`config.mk`:
```
export PLATFORM = sky130hd
export DESIGN_NAME = ice_bus_arbiter_flat
export DESIGN_NICKNAME = d
export VERILOG_FILES = /design/src/rtl/ice_bus_pkg.sv /design/src/rtl/ice_bus_arbiter_if.sv /design/src/rtl/ice_rr_pick.sv /design/src/rtl/ice_bus_arbiter.sv /design/src/flat_wrapper.sv
export SDC_FILE = /design/constraint.sdc
export NUM_CORES = 1
export LEC_CHECK = 0
export CORE_MARGIN = 4
export CORE_UTILIZATION = 40
export DETAILED_ROUTE_END_ITERATION = 8
export GPL_TIMING_DRIVEN = 0
export HOLD_SLACK_MARGIN = 0.08
export PLACE_DENSITY = 0.69
export REMOVE_ABC_BUFFERS = 1
export SLEW_MARGIN = 5
export SYNTH_ARGS = -nofsm -noshare
export SYNTH_HDL_FRONTEND = slang
export SYNTH_SLANG_ARGS = --single-unit
```
`constraint.sdc`:
```
create_clock -name clk -period 5.6 [get_ports clk]
set_input_delay 1.12 -clock clk [delete_from_list [all_inputs] [get_ports clk]]
set_output_delay 1.12 -clock clk [all_outputs]
set_load 0.05 [all_outputs]
```
`src/rtl/ice_bus_pkg.sv`:
```
// Shared types and helpers for the ICE slave-bus arbiter.
package ice_bus_pkg;

  // Arbiter FSM states.
  typedef enum logic [1:0] {
    ARB_IDLE  = 2'd0,
    ARB_GRANT = 2'd1,
    ARB_GAP   = 2'd2
  } arb_state_e;

  // Arbitration policy selected by arb_mode.
  localparam logic ARB_FIXED = 1'b0;
  localparam logic ARB_RR    = 1'b1;

  // Increment a device index, wrapping to zero at n (n need not be a power of two).
  function automatic int unsigned wrap_inc(input int unsigned idx, input int unsigned n);
    return (idx + 32'd1 >= n) ? 32'd0 : idx + 32'd1;
  endfunction

endpackage

```
`src/rtl/ice_bus_arbiter_if.sv`:
```
// Request/grant bundle between the requesting devices and the slave-bus arbiter.
interface ice_bus_arbiter_if #(
  parameter int unsigned NUM_DEV   = 7,
  parameter int unsigned TIMEOUT_W = 16
) ();

  localparam int unsigned IDX_W = $clog2(NUM_DEV);

  logic [NUM_DEV-1:0]   sl_arb_request;
  logic                 sl_latch_tail;
  logic                 arb_mode;
  logic [TIMEOUT_W-1:0] timeout_limit;
  logic [NUM_DEV-1:0]   sl_arb_grant;
  logic [IDX_W-1:0]     grant_idx;
  logic                 bus_busy;
  logic                 timeout_evt;
  logic [7:0]           timeout_count;

  // Requesting side: drives requests and configuration, observes the grant.
  modport master (
    output sl_arb_request, sl_latch_tail, arb_mode, timeout_limit,
    input  sl_arb_grant, grant_idx, bus_busy, timeout_evt, timeout_count
  );

  // Arbiter side.
  modport slave (
    input  sl_arb_request, sl_latch_tail, arb_mode, timeout_limit,
    output sl_arb_grant, grant_idx, bus_busy, timeout_evt, timeout_count
  );

endinterface

```
`src/rtl/ice_rr_pick.sv`:
```
// Combinational masked priority picker: lowest set request in fixed mode, or the first set
// request at/above ptr_i (wrapping modulo NUM_DEV) in round-robin mode.
module ice_rr_pick
  import ice_bus_pkg::*;
#(
  parameter  int unsigned NUM_DEV = 7,
  localparam int unsigned IDX_W   = $clog2(NUM_DEV)
) (
  input  logic [NUM_DEV-1:0] req_i,
  input  logic [IDX_W-1:0]   ptr_i,
  input  logic               mode_i,
  output logic [IDX_W-1:0]   winner_o,
  output logic               found_o
);

  // One extra bit so start + offset cannot overflow before the explicit wrap.
  logic [IDX_W:0] start;
  logic [IDX_W:0] cand;

  // Scan candidates in priority order and keep the first requesting one.
  always_comb begin
    found_o  = 1'b0;
    winner_o = '0;
    start    = (mode_i == ARB_RR) ? {1'b0, ptr_i} : '0;
    cand     = '0;
    for (int unsigned i = 0; i < NUM_DEV; i++) begin
      cand = start + (IDX_W + 1)'(i);
      if (cand >= (IDX_W + 1)'(NUM_DEV)) begin
        cand = cand - (IDX_W + 1)'(NUM_DEV);
      end
      if (!found_o && req_i[cand[IDX_W-1:0]]) begin
        found_o  = 1'b1;
        winner_o = cand[IDX_W-1:0];
      end
    end
  end

endmodule

```
`src/rtl/ice_bus_arbiter.sv`:
```
// Slave-bus arbiter: grants one requester for a whole frame, enforces an inter-frame gap and
// reclaims the bus through a watchdog when the owner never ends its frame.
module ice_bus_arbiter
  import ice_bus_pkg::*;
#(
  parameter int unsigned NUM_DEV    = 7,
  parameter int unsigned TIMEOUT_W  = 16,
  parameter int unsigned GAP_CYCLES = 1
) (
  input logic              clk,
  input logic              reset,
  ice_bus_arbiter_if.slave bus_if
);

  localparam int unsigned          IDX_W   = $clog2(NUM_DEV);
  localparam logic [TIMEOUT_W-1:0] GapLast = TIMEOUT_W'(GAP_CYCLES - 1);

  arb_state_e           state_q, state_d;
  logic [TIMEOUT_W-1:0] cnt_q, cnt_d;
  logic [NUM_DEV-1:0]   grant_q, grant_d;
  logic [IDX_W-1:0]     idx_q, idx_d;
  logic [IDX_W-1:0]     rr_ptr_q, rr_ptr_d;
  logic                 evt_q, evt_d;
  logic [7:0]           tcount_q, tcount_d;

  logic [IDX_W-1:0]     winner;
  logic                 found;
  logic                 owner_req;
  logic                 expire;
  logic [TIMEOUT_W-1:0] cnt_inc;

  ice_rr_pick #(
    .NUM_DEV (NUM_DEV)
  ) u_pick (
    .req_i    (bus_if.sl_arb_request),
    .ptr_i    (rr_ptr_q),
    .mode_i   (bus_if.arb_mode),
    .winner_o (winner),
    .found_o  (found)
  );

  assign owner_req = bus_if.sl_arb_request[idx_q];
  // Counter holds (grant cycles - 1), so a match means the grant has lasted timeout_limit cycles.
  assign expire    = (bus_if.timeout_limit != '0) &&
                     (cnt_q == bus_if.timeout_limit - TIMEOUT_W'(1));
  assign cnt_inc   = (cnt_q == '1) ? cnt_q : cnt_q + TIMEOUT_W'(1);

  // Next-state: arbitration in IDLE, frame hold and exit causes in GRANT, dead time in GAP.
  always_comb begin
    state_d  = state_q;
    cnt_d    = cnt_q;
    grant_d  = grant_q;
    idx_d    = idx_q;
    rr_ptr_d = rr_ptr_q;
    evt_d    = 1'b0;
    tcount_d = tcount_q;
    unique case (state_q)
      ARB_IDLE: begin
        if (found) begin
          grant_d  = NUM_DEV'(1) << winner;
          idx_d    = winner;
          rr_ptr_d = IDX_W'(wrap_inc(32'(winner), NUM_DEV));
          cnt_d    = '0;
          state_d  = ARB_GRANT;
        end
      end
      ARB_GRANT: begin
        cnt_d = cnt_inc;
        if (bus_if.sl_latch_tail || !owner_req || expire) begin
          grant_d = '0;
          cnt_d   = '0;
          state_d = ARB_GAP;
          // Tail and abandon outrank the watchdog: only a pure expiry is a revocation.
          if (!bus_if.sl_latch_tail && owner_req) begin
            evt_d    = 1'b1;
            tcount_d = (tcount_q == 8'hFF) ? tcount_q : tcount_q + 8'd1;
          end
        end
      end
      ARB_GAP: begin
        if (cnt_q == GapLast) begin
          cnt_d   = '0;
          state_d = ARB_IDLE;
        end else begin
          cnt_d = cnt_inc;
        end
      end
      default: begin
        grant_d = '0;
        cnt_d   = '0;
        state_d = ARB_IDLE;
      end
    endcase
  end

  // State register with synchronous reset.
  always_ff @(posedge clk) begin
    if (reset) begin
      state_q  <= ARB_IDLE;
      cnt_q    <= '0;
      grant_q  <= '0;
      idx_q    <= '0;
      rr_ptr_q <= '0;
      evt_q    <= 1'b0;
      tcount_q <= '0;
    end else begin
      state_q  <= state_d;
      cnt_q    <= cnt_d;
      grant_q  <= grant_d;
      idx_q    <= idx_d;
      rr_ptr_q <= rr_ptr_d;
      evt_q    <= evt_d;
      tcount_q <= tcount_d;
    end
  end

  assign bus_if.sl_arb_grant  = grant_q;
  assign bus_if.grant_idx     = idx_q;
  assign bus_if.bus_busy      = |grant_q;
  assign bus_if.timeout_evt   = evt_q;
  assign bus_if.timeout_count = tcount_q;

endmodule

```
`src/flat_wrapper.sv`:
```
// flat-port wrapper written by rule: the top's interface ports become plain ports
module ice_bus_arbiter_flat import ice_bus_pkg::*;
#(
  parameter int unsigned NUM_DEV    = 7,
  parameter int unsigned TIMEOUT_W  = 16,
  parameter int unsigned GAP_CYCLES = 1
)
  (clk, reset, bus_if_sl_arb_request, bus_if_sl_latch_tail, bus_if_arb_mode, bus_if_timeout_limit, bus_if_sl_arb_grant, bus_if_grant_idx, bus_if_bus_busy, bus_if_timeout_evt, bus_if_timeout_count);
  ice_bus_arbiter_if #(.NUM_DEV(NUM_DEV), .TIMEOUT_W(TIMEOUT_W)) bus_if_i ();
  input logic clk;
  input logic reset;
  input wire logic [$bits(bus_if_i.sl_arb_request)-1:0] bus_if_sl_arb_request;
  input wire logic [$bits(bus_if_i.sl_latch_tail)-1:0] bus_if_sl_latch_tail;
  input wire logic [$bits(bus_if_i.arb_mode)-1:0] bus_if_arb_mode;
  input wire logic [$bits(bus_if_i.timeout_limit)-1:0] bus_if_timeout_limit;
  output wire logic [$bits(bus_if_i.sl_arb_grant)-1:0] bus_if_sl_arb_grant;
  output wire logic [$bits(bus_if_i.grant_idx)-1:0] bus_if_grant_idx;
  output wire logic [$bits(bus_if_i.bus_busy)-1:0] bus_if_bus_busy;
  output wire logic [$bits(bus_if_i.timeout_evt)-1:0] bus_if_timeout_evt;
  output wire logic [$bits(bus_if_i.timeout_count)-1:0] bus_if_timeout_count;
  assign bus_if_i.sl_arb_request = bus_if_sl_arb_request;
  assign bus_if_i.sl_latch_tail = bus_if_sl_latch_tail;
  assign bus_if_i.arb_mode = bus_if_arb_mode;
  assign bus_if_i.timeout_limit = bus_if_timeout_limit;
  assign bus_if_sl_arb_grant = bus_if_i.sl_arb_grant;
  assign bus_if_grant_idx = bus_if_i.grant_idx;
  assign bus_if_bus_busy = bus_if_i.bus_busy;
  assign bus_if_timeout_evt = bus_if_i.timeout_evt;
  assign bus_if_timeout_count = bus_if_i.timeout_count;
  ice_bus_arbiter #(.NUM_DEV(NUM_DEV), .TIMEOUT_W(TIMEOUT_W), .GAP_CYCLES(GAP_CYCLES)) u_core (.clk(clk), .reset(reset), .bus_if(bus_if_i));
endmodule
```
==> impl_metrics.yaml <==
placement:
  placedCellCount: 657
  io_buffers: 46
  placed_cell_area_um2: 4590
  gp_congestion: 0.943
  dpl.hpwl_mm: 8.18
yosys:
  synth_area_leaders: "dfxtp_1 (20%), ha_1 (6.5%), xnor2_1 (6.0%)"
  yosysSeqAreaShare_pct: 19.7
  async_flop_share_pct: 0
  synth-edff-count: 0
  yosysTopAreaCell: "dfxtp_1"
  syn_area_per_cell_um2: 8.15
  synth_seq_cells: 40
  synth_warnings: 0
  synth_top_area_share_pct: 19.7
  synthCells: 499
  synth_ff_type: "dfxtp_1"
  syn_area_um2: 4070
  synth.distinct_cells: 84
global_routing:
  grt-busiest-layer: "met2"
  globalRouteTotalUtil_pct: 18.5
  grt_pass1_vias: 3829
  grt_pass1_wl_mm: 18.0
  grtUsageMet1_pct: 26.7
  grt_start_max_net_pins: 20
  grt.overflow.total: 0
  met2_usage_pct: 29.0
  grt_use_met3_pct: 1.89
  antenna_found_initial: 0
cts:
  clock_latency_ns: 0.28
  cts_made_buffers: 5
  path_clk_slew_ns: 0.07
  clk_path_buf_depth: 2
  clock-root-buffer: "clkbuf_8"
  cts_max_level: 2
  cts_hold_buf: 0
  cts_tree: "yes"
  cts.sinks: 40
setup_path:
  worstSetupPathType: "input pin to flip-flop"
  r2r_slack_ns: 0.73
  crit_path_start: "bus_if_arb_mode"
  reg2regPathDepth: 19
  crit_fanout: 14
  required_ns: 5.79
  crit_path_top_delay_cell: "mux4_2"
  path_common_cell: "ha_1"
  startpoint_type: "input pin"
  crit_path_end_kind: "flip-flop"
  crit_chain: "clkbuf_4 -> nand2_1 -> inv_1 -> ha_1 -> ha_1 -> mux2i_1 -> mux4_2 -> o21ai_0 -> nand4_2 -> nor3_2 -> a21boi_1 -> o32a_1 -> inv_2 -> ha_1 -> ha_1 -> nor2_1 -> nand2_1 -> o32ai_1"
  endpoint: "u_core.rr_ptr_q[2]"
  critical-path-max-stage-delay_ns: 0.59
  crit_arrival_ns: 5.45
  worstReg2RegEnd: "u_core.rr_ptr_q[2]"
  timing.rr.start: "u_core.rr_ptr_q[0]"
detailed_routing:
  via_per_inst: 5.89
  drtPass1Iterations: 5
  drt_iter0_drc: 199
  wl_per_cell_um: 16.2
  remaining_drc_errors: 0
  vias: 3899
  wirelength_mm: 10.7
  antenna_left: 0
sta:
  fin_skew_ns: 0.00271
  max_freq_mhz: 190
  final-hold-violation-count: 0
  period_minus_slack_ns: 5.26
  rsz0062_at_grt: "false"
  whs_ns: 0.499
  setup_viol: 0
  tightest_slew_ns: 0.829
  timing_max_transition_violations_final: 0
  post-route-period-util_pct: 93.9
  relSlewSlack_pct: 44.5
floorplan:
  rows: 36
  start_util_pct: 41.4
  die_y_um: 109
  design.core.area_um2: 9820
  fp.dieW_um: 109
  ioPinCount: 47
  die-area_um2: 11800
cells_and_area:
  num-nets-final: 580
  fin_util_pct: 47.5
  area_growth_pct: 14.8
  final_layout_size_suffix_gt1_share_pct: 9.83
  finalNonFillerCells: 662
  design_area_um2: 4670
  diodes: 0
pwr:
  p_int_mw: 0.718
  power_density_nw_per_um2: 289
  worst_ir_drop_vdd_uv: 380
  p_leak_nw: 1.64
  combPwrFrac_pct: 60.1
  total_power_mw: 1.35
  pwr-share-clk_pct: 12.9
  swShare_pct: 46.7
  power.share.sequential_pct: 27.1
  p_switching_mw: 0.631
outcome:
  status: "finished clean"
worst_hold_path:
  min_path_cells: 1
  hp-class: "flip-flop to flip-flop"
flow_run:
  drv_cap: 0
## flip-flops by register name, indices dropped and copies added (netlist names)
register	cells
u_core.bus_if.grant_idx	3
u_core.cnt_q	16
u_core.bus_if.timeout_evt	1
u_core.rr_ptr_q	3
u_core.bus_if.timeout_count	8
u_core.state_q	2
u_core.bus_if.sl_arb_grant	7
## power by group through the flow
| stage | Clock (mW) | Sequential, mW | Combinational, mW |
|---|---|---|---|
| global route | 0.189 | 0.371 | 0.884 |
| finish | 0.173 | 0.365 | 0.811 |
| detailed placement | 0 | 0.371 | 0.797 |
| global placement | 0 | 0.371 | 0.777 |
| CTS | 0.179 | 0.365 | 0.801 |
| floorplan | 0 | 0.432 | 0.519 |
## kinds of logic after synthesis
group / synth area share (%)
AND/OR/NAND/NOR: 30.0
adder cells (fa/ha/maj): 6.95
XOR/XNOR: 7.72
multiplexers: 9.54
AO/OA/AOI/OAI: 20.9
flip-flops: 19.7
buffers and inverters: 5.14
## placed cells by master (no fill, tap or decap), drive strengths merged, types with 21 or more instances in the layout
cell,synthesis,layout
nand2,39,39
dfxtp,40,40
clkdlybuf4s50,0,45
inv,28,28
ha,21,21
a21oi,24,24
nor2,42,42
xnor2,29,29
## Yosys cell counts, drive strengths merged, types with 9 or more instances
cell,instances
and3,10
mux2i,20
nand3,20
xnor2,29
a211oi,10
nand2,39
o211ai,9
nor4,9
ha,21
o21ai,19
nor2,42
inv,28
dfxtp,40
a21oi,24
nor3,20
nand2b,9
clkbuf,14
## critical path, delay by kind of cell
family          cells  cell delay, ns
buf+inv             3            0.45
mux                 2            0.98
simple gates        5            0.94
compound gates      4            0.88
fa+ha+maj           4            1.06
## metrics by stage
stage	TNS [ns]	setup WS, ns
4_1_cts	0	0.0920
5_1_grt	0	0.0491
3_3_place_gp	-12.59	-0.665
6_report	0	0.340
2_1_floorplan	0	0.835
3_5_place_dp	-13.98	-0.672
## per-layer routing
layer  wire length [µm]  vias up
met3                592       18
met1               5280     1842
met5                  0        -
met2               4610      117
li1                   -     1922
met4                217        0
## worst min path at each step
stage,start,end,slack [ns]
after floorplan,u_core.state_q[0],u_core.state_q[0],0.46
after global placement,u_core.state_q[0],u_core.state_q[0],0.48
after detailed placement,u_core.bus_if.sl_arb_grant[4],u_core.bus_if.sl_arb_grant[4],0.48
after CTS,u_core.bus_if.sl_arb_grant[4],u_core.bus_if.sl_arb_grant[4],0.50
after global routing,u_core.bus_if.sl_arb_grant[4],u_core.bus_if.sl_arb_grant[4],0.51
final,u_core.bus_if.sl_arb_grant[4],u_core.bus_if.sl_arb_grant[4],0.50
## final cells by class
type                            count  area, µm²
Timing Repair Buffer               46        458
Sequential cell                    40        801
Inverter                           28        108
Tap cell                          133        166
Fill cell                        1007       5150
Clock buffer                        5       68.8
Multi-Input combinational cell    410       3070
## repair_timing
action                                  in CTS  in global routing
endpoints found under the setup margin      30                  6
resized for setup                            3                  5
hold endpoints to repair                     0                  0
buffers inserted                             0                  0
Note: power is estimated with default switching activity, not from simulation.
